## config.mk

```make
export PLATFORM = sky130hd
export DESIGN_NAME = rr_grant_arbiter
export DESIGN_NICKNAME = d
export VERILOG_FILES = /design/src/rtl/arb_pkg.sv /design/src/rtl/rr_pick.sv /design/src/rtl/rr_grant_arbiter.sv
export SDC_FILE = /design/constraint.sdc
export NUM_CORES = 1
export LEC_CHECK = 0
export CAP_MARGIN = 20
export CORE_MARGIN = 1.5
export CORE_UTILIZATION = 40
export DETAILED_ROUTE_END_ITERATION = 12
export DONT_BUFFER_PORTS = 1
export HOLD_SLACK_MARGIN = 0.03
export PLACE_DENSITY = 0.58
export SYNTH_ARGS = -nofsm -noshare
export SYNTH_HDL_FRONTEND = slang
export SYNTH_SLANG_ARGS = --single-unit
```

## constraint.sdc

```tcl
create_clock -name clk -period 1.55 [get_ports clk]
set_input_delay 0.155 -clock clk [delete_from_list [all_inputs] [get_ports clk]]
set_output_delay 0.155 -clock clk [all_outputs]
set_load 0.01 [all_outputs]
```

## src/rtl/arb_pkg.sv

```systemverilog
// Shared types and helpers for the round-robin grant arbiters.
// Requester count and index width are fixed here so every arbiter agrees on them.
package arb_pkg;

   localparam int NUM_REQ = 4;
   localparam int IDX_W   = 2;

   typedef enum logic {
      IDLE = 1'b0,
      BUSY = 1'b1
   } arb_state_t;

   function automatic logic [IDX_W-1:0] onehot_to_idx(input logic [NUM_REQ-1:0] oh);
      logic [IDX_W-1:0] idx;
      idx = '0;
      for (int i = 0; i < NUM_REQ; i++) begin
         if (oh[i]) begin
            idx = idx | IDX_W'(i);
         end
      end
      return idx;
   endfunction

   function automatic logic [NUM_REQ-1:0] idx_to_onehot(input logic [IDX_W-1:0] idx);
      return NUM_REQ'(1) << idx;
   endfunction

endpackage

```

## src/rtl/rr_pick.sv

```systemverilog
// Combinational rotating-priority picker: the first set req bit found
// starting at ptr and wrapping around wins.
module rr_pick
   import arb_pkg::*;
(
   input  logic [NUM_REQ-1:0] req,
   input  logic [IDX_W-1:0]   ptr,
   output logic               any,
   output logic [IDX_W-1:0]   pick_idx
);

   logic [IDX_W-1:0] w_cand;

   // Walk the rotation from lowest to highest priority so the last hit wins.
   always_comb begin
      pick_idx = '0;
      w_cand   = '0;
      for (int k = NUM_REQ - 1; k >= 0; k--) begin
         w_cand = ptr + IDX_W'(k);
         if (req[w_cand]) begin
            pick_idx = w_cand;
         end
      end
   end

   assign any = |req;

endmodule

```

## src/rtl/rr_grant_arbiter.sv

```systemverilog
// Round-robin arbiter for the shared encode/decode datapath: registered
// one-hot grant held until release or until the MAX_HOLD limit revokes it.
module rr_grant_arbiter
   import arb_pkg::*;
#(
   parameter int MAX_HOLD = 16
)(
   input  logic               clk,
   input  logic               rst_n,
   input  logic [NUM_REQ-1:0] req,
   output logic [NUM_REQ-1:0] gnt,
   output logic [IDX_W-1:0]   gnt_idx,
   output logic               gnt_valid,
   output logic               timeout
);

   localparam int HOLD_W = (MAX_HOLD > 1) ? $clog2(MAX_HOLD) : 1;
   localparam logic [HOLD_W-1:0] HOLD_LAST = (MAX_HOLD > 1) ? HOLD_W'(MAX_HOLD - 1) : '0;

   arb_state_t        r_state;
   logic [IDX_W-1:0]  r_ptr;
   logic [HOLD_W-1:0] r_holdCnt;
   logic [NUM_REQ-1:0] r_gnt;
   logic [IDX_W-1:0]  r_gntIdx;
   logic              r_gntValid;
   logic              r_timeout;

   logic [IDX_W-1:0]  w_searchPtr;
   logic              w_any;
   logic [IDX_W-1:0]  w_pickIdx;
   logic              w_ownerReq;
   logic              w_holdExpired;
   logic              w_release;

   // On a release the search starts just past the owner, so the owner
   // itself remains a candidate but at the lowest priority.
   assign w_searchPtr   = (r_state == BUSY) ? r_gntIdx + IDX_W'(1) : r_ptr;
   assign w_ownerReq    = |(req & r_gnt);
   assign w_holdExpired = (MAX_HOLD != 0) && (r_holdCnt == HOLD_LAST);
   assign w_release     = (r_state == BUSY) && (!w_ownerReq || w_holdExpired);

   rr_pick u_pick (
      .req      (req),
      .ptr      (w_searchPtr),
      .any      (w_any),
      .pick_idx (w_pickIdx)
   );

   always_ff @(posedge clk or negedge rst_n) begin
      if (!rst_n) begin
         r_state    <= IDLE;
         r_ptr      <= '0;
         r_holdCnt  <= '0;
         r_gnt      <= '0;
         r_gntIdx   <= '0;
         r_gntValid <= 1'b0;
         r_timeout  <= 1'b0;
      end else begin
         r_timeout <= 1'b0;
         case (r_state)
            IDLE: begin
               if (w_any) begin
                  r_state    <= BUSY;
                  r_gnt      <= idx_to_onehot(w_pickIdx);
                  r_gntIdx   <= w_pickIdx;
                  r_gntValid <= 1'b1;
                  r_holdCnt  <= '0;
               end
            end
            BUSY: begin
               if (w_release) begin
                  r_ptr     <= r_gntIdx + IDX_W'(1);
                  r_timeout <= w_ownerReq && w_holdExpired;
                  r_holdCnt <= '0;
                  if (w_any) begin
                     r_gnt      <= idx_to_onehot(w_pickIdx);
                     r_gntIdx   <= w_pickIdx;
                     r_gntValid <= 1'b1;
                  end else begin
                     r_state    <= IDLE;
                     r_gnt      <= '0;
                     r_gntIdx   <= '0;
                     r_gntValid <= 1'b0;
                  end
               end else if (r_holdCnt != HOLD_LAST) begin
                  r_holdCnt <= r_holdCnt + HOLD_W'(1);
               end
            end
            default: r_state <= IDLE;
         endcase
      end
   end

   assign gnt       = r_gnt;
   assign gnt_idx   = r_gntIdx;
   assign gnt_valid = r_gntValid;
   assign timeout   = r_timeout;

endmodule
```

-- Word level (Yosys, flattened, before mapping)
Index checks and enable logic that the tools add are counted.
- register bits: 15
- input bits: 6
- output and inout bits: 8
- word-level logic and storage cells: 66
- $add $sub $neg: 5
- $lt $le $gt $ge: 4
- equality and inequality tests: 5
- shifts and indexed selects: 1
- muxes and demuxes: 33
- bitwise logic cells: 2
- reductions and logical operators: 9
- operator list (operator ; number):
    $mux W4 ; 6
    $mux W2 ; 8
    $pmux W4 S2 ; 2
    $lt A2 B3 Y1 const B ; 4
    $mux W1 ; 10
    $bmux W1 S2 ; 4
    $reduce_or A4 Y1 ; 2
    $reduce_and A2 Y1 ; 3
    $add A2 B1 Y2 const B ; 2
    $add A2 B2 Y2 const B ; 2
    $add A4 B1 Y4 const B ; 1
    $and A4 B4 Y4 ; 1
    $eq A4 B4 Y1 const B ; 1
    $ne A2 B1 Y1 const B ; 2
    $ne A4 B4 Y1 const B ; 1
    $pmux W1 S2 ; 2
    $pmux W2 S2 ; 1
    $shl A1 B2 Y4 const A ; 1
    $ne A3 B1 Y1 const B ; 1
    $logic_and A1 B1 Y1 ; 2
    $logic_not A1 Y1 ; 1
    $logic_or A1 B1 Y1 ; 1
    $not A1 Y1 ; 1

-- Logic depth before layout (Yosys ltp)
- depth in word-level cells: 13
- depth in mapped cells: 6

-- Cells and area by module
Synthesis repeated with hierarchy kept, for this count alone.
- cells, all modules: 76
- area, all modules: 788.3 sq um
- by module, submodules not included (module ; times used ; cells an instance ; area each (sq um) ; sequential area each (sq um)):
    rr_grant_arbiter ; 1 ; 63 ; 710.7 ; 375.4
    rr_pick ; 1 ; 13 ; 77.6 ; 0.0

-- Least setup slack after synthesis
OpenSTA, ideal clock, no wires.
- path kind: register to register
- start: register r_gnt[0] (netlist: gnt[0])
- end: register r_gnt[3] (netlist: gnt[3])
- data arrival time: 1.646 ns
- data required time: 1.476 ns
- setup slack: -0.170 ns
- stages on the path, launching flop included: 6
- buffers on the path: 0
- cells stage by stage: dfrtp_1 a22o_1 o211ai_4 nand2_2 or4_4 o21ai_2
- word-level cells in the longest chain between the ends: 7
- ends and longest elaborated chain (what ; line ; text):
    start, declared ; rr_grant_arbiter.sv:23 ; logic [NUM_REQ-1:0] r_gnt;
    start signal, assigned ; rr_grant_arbiter.sv:64 ; r_gnt <= idx_to_onehot(w_pickIdx);
    start signal, assigned ; rr_grant_arbiter.sv:76 ; r_gnt <= idx_to_onehot(w_pickIdx);
    $and A4 B4 Y4 ; rr_grant_arbiter.sv:38 ; assign w_ownerReq = |(req & r_gnt);
    $reduce_or A4 Y1 ; rr_grant_arbiter.sv:38 ;
    $logic_not A1 Y1 ; rr_grant_arbiter.sv:40 ; assign w_release = (r_state == BUSY) && (!w_ownerReq || w_holdExpired);
    $logic_or A1 B1 Y1 ; rr_grant_arbiter.sv:40 ;
    $logic_and A1 B1 Y1 ; rr_grant_arbiter.sv:40 ;
    $ne A2 B1 Y1 (no source line) ; - ;
    $reduce_and A2 Y1 (no source line) ; - ;
No other way between the ends.
A chain may end at the register's enable or synchronous reset.

-- Final worst setup path
- start: register r_gnt[2] (netlist: gnt[2])
- end: register r_gnt[3] (netlist: gnt[3])
Same word-level chain as after synthesis.

==> results.md <==
- Status: finished, violations left
- Failing checks: negative setup slack
- Vias in the first global route: 790
- Num rows: 16
- Final wirelength: 2.014 mm
- Seq/Total Area, Yosys: 46.58%
- Register area: between 300 and 400 um2
- Die extent in y: 47.88 um
- Slowest-stage cell, CP: or4_4
- Fin nets: 130
- Post-synth EDFFs: 0
- CTS tree: yes
- Initial antenna violation count: 0
- Internal Dissipation: 1.348 mW
- Seq cells post-synth: 15
- Critical path cell sequence: a22o_1 -> o211ai_4 -> nand2_2 -> or4_4 -> o21ai_2
- Worst EP required: 1.78 ns
- Mapped Cells: 86
- Worst Setup Path Type: flop to flop
- TritonCTS Buffers: 3
- Worst hold endpoint: gnt_idx[1]
- Worst r2r path cells: 5
- Final RePlAce weighted congestion: slightly below 0.8
- Finished Cell Area: 1165 um2
- Via density: 5.235
- DP HPWL: 1.497 mm
- Hold wc startpoint: req[2]
- Fraction of layout cells with a size suffix above 1: between 40% and 50%
- Vias: between 700 and 800
- Hold crit path type: input pin to flop
- Distinct cells, synth: 33
- CTS root buf: clkbuf_4
- Setup TNS Final: -0.2864 ns
- Most common flop cell mapped by yosys: dfrtp_1
- Remaining antenna violation count: 0
- Final hold vios: 0
- Crit-path max cell delay: 0.54 ns
- CP Capture Type: flop
- Crit path time final: 1.663 ns
- Chip Width: 47.88 um
- WP data arrival: between 1.5 and 2 ns
- Net Count, Synth: 93
- DR pass1 iterations: 4
- Crit-path max FO: 2
- DRC errors left: 0
- Layout area overhead: 44.57%
- Final Cycle Share: 107.3%
- Worst-Skew Late Latency: 0.29 ns
- Total gr overflow: 0
- Clock transition at path regs: 0.10 ns
- # IOs: 14
- CTS Buffer Depth: 2
- Clock power frac: 10.7%
- Worst hold path depth: 3
- NetSw: roughly 0.8 mW
- CP startpoint kind: flop
- Max Fclk: 601.4 MHz
- DR iter-0 viols: 17
- RSZ-0062 raised after global routing: true
- Placeable Area: 1922 um2
- Comb power frac: 59.1%
- PD cells: 1837 nW/um2
- Starting Density: 41.93%
- FF-to-FF End: gnt[3]
- Final Skew: 0.01086 ns
- First-pass GRT wire length: roughly 3.3 mm
- Synth area leader: dfrtp_1
- Wire length per cell: 13.52 um
- Maximum VDD drop: 0.8931 mV
- Final WS setup: -0.1127 ns
- Filler Cell Count: around 180
- Largest net degree at the start of global routing: 16
- Synthesized area: 805.8 um2
- Max Cap Viol: 0
- Yosys warnings: 0
- PortBufs: 0
- Max-slew headroom: 54.69%
- Area contributors post-synth: dfrtp_1, o21ai_0, nand2_1
- Sw frac: 37.01%
- Tightest Pin Transition: 0.6775 ns
- Multi-input gate area: 461.7 um2
- Worst Setup SP: gnt[2]
- Worst r2r src: gnt[2]
- Async set-reset flop share out of synthesis: 100.0%
- Part of the power in registers: between 30 and 40%
- # diodes: 0
- H-tree depth: 1
- Post-synth top area share: 46.58%
- Syn avg cell area: 9.369 um2
- Clock sink count: 15
- GRT Resource Usage Total: 21.32%
- Worst R2R Setup Slack: -0.11 ns
- Placed inst area: around 1000 um2
- Setup-failing EPs final: 5
- Leakage: between 0.5 and 0.6 nW
- Slew Limit Fails: 0
- DIE AREA: between 2000 and 2500 um2
==> through the flow <==
step                total power, mW  util, %  setup WS, ns  cells  hold WS (ns)
finish                        2.139    60.61       -0.1127    149        0.1910
global route                  2.319    60.61       -0.1728    149        0.2069
CTS                           2.083    59.31      -0.09732    147        0.1729
detailed placement            1.651    52.21       -0.1365    134       -0.1403
global placement              1.630    52.21       -0.1025    134       -0.1402
floorplan                     1.179        -       -0.1684     86       -0.1406
==> Yosys cell counts, drive strengths merged (2+ instances only) <==
cell type / instances
nand3: 4
a21oi: 2
dfrtp: 15
nand3b: 3
o21ai: 14
nand2: 16
a22o: 4
inv: 2
or4: 2
nor2: 3
nor2b: 2
nand2b: 2
==> cell usage in the layout, fill, tap and decap left out, types with 2 or more instances in the layout <==
master     n
a22o_1     4
buf_4     33
clkbuf_4   3
dfrtp_1   14
inv_1      2
nand2_1   14
nand2_2    2
nand2b_1   2
nand3_1    3
nand3b_1   3
nor2_1     3
nor2b_1    2
o21ai_0    8
o21ai_1    3
o21ai_2    3
==> worst max-delay path: cells and delay by family, from the launching register on <==
kind | cells | cell delay, ns
AO/OA/AOI/OAI | 3 | 0.60
AND/OR/NAND/NOR | 2 | 0.62
flip-flops | 1 | 0.39
==> final cells by class <==
class	instances	share of cell area, %
sequential	15	32.33
timing repair buffer	34	22.13
multi-input combinational	67	39.63
clock inverter	1	0.4296
clock buffer	3	1.933
tap	27	2.900
inverter	2	0.6445
==> power by group through the flow <==
stage | sequential (mW) | clock, mW | combinational [mW]
global placement | 0.642 | 0 | 0.988
CTS | 0.646 | 0.236 | 1.20
global route | 0.668 | 0.262 | 1.39
finish | 0.648 | 0.228 | 1.26
floorplan | 0.671 | 0 | 0.508
detailed placement | 0.646 | 0 | 1.00
==> registers in the layout, summed over array words and instances (netlist names) <==
register,flops
gnt,4
gnt_idx,2
gnt_valid,1
r_holdCnt,4
r_ptr,2
r_state,1
timeout,1
==> layer usage <==
metal	routed length [um]	track usage [%]	vias up
li1	-	-	386
met1	907	26.88	378
met2	1018	33.60	12
met3	65	6.038	4
met4	22	9.730	0
met5	0	0	-
==> what timing repair did <==
action	4_1_cts	5_1_grt
pin swaps	7	4
resized for setup	11	5
endpoints found under the hold margin	15	0
buffers inserted	9	2
hold buffers	1	0
endpoints found under the setup margin	6	8
==> worst max path at each step <==
stage	end	slack (ns)	cells after the start
final	gnt[3]	-0.11	5
after floorplan	gnt[3]	-0.17	5
after global placement	gnt[1]	-0.10	5
after global routing	gnt[3]	-0.17	5
after CTS	gnt[3]	-0.1	5
after detailed placement	gnt[3]	-0.14	5
==> cells by family after synthesis <==
group | count (synthesis) | share of synthesized area, %
buffers and inverters | 4 | 2.018
xor gates and xnor gates | 1 | 1.087
adders and majority gates | 1 | 1.553
muxes | 1 | 1.242
DFF | 15 | 46.58
AOI/OAI and AO/OA | 28 | 24.38
and+or+nand+nor | 36 | 23.14
(Power assumes the default switching activity.)
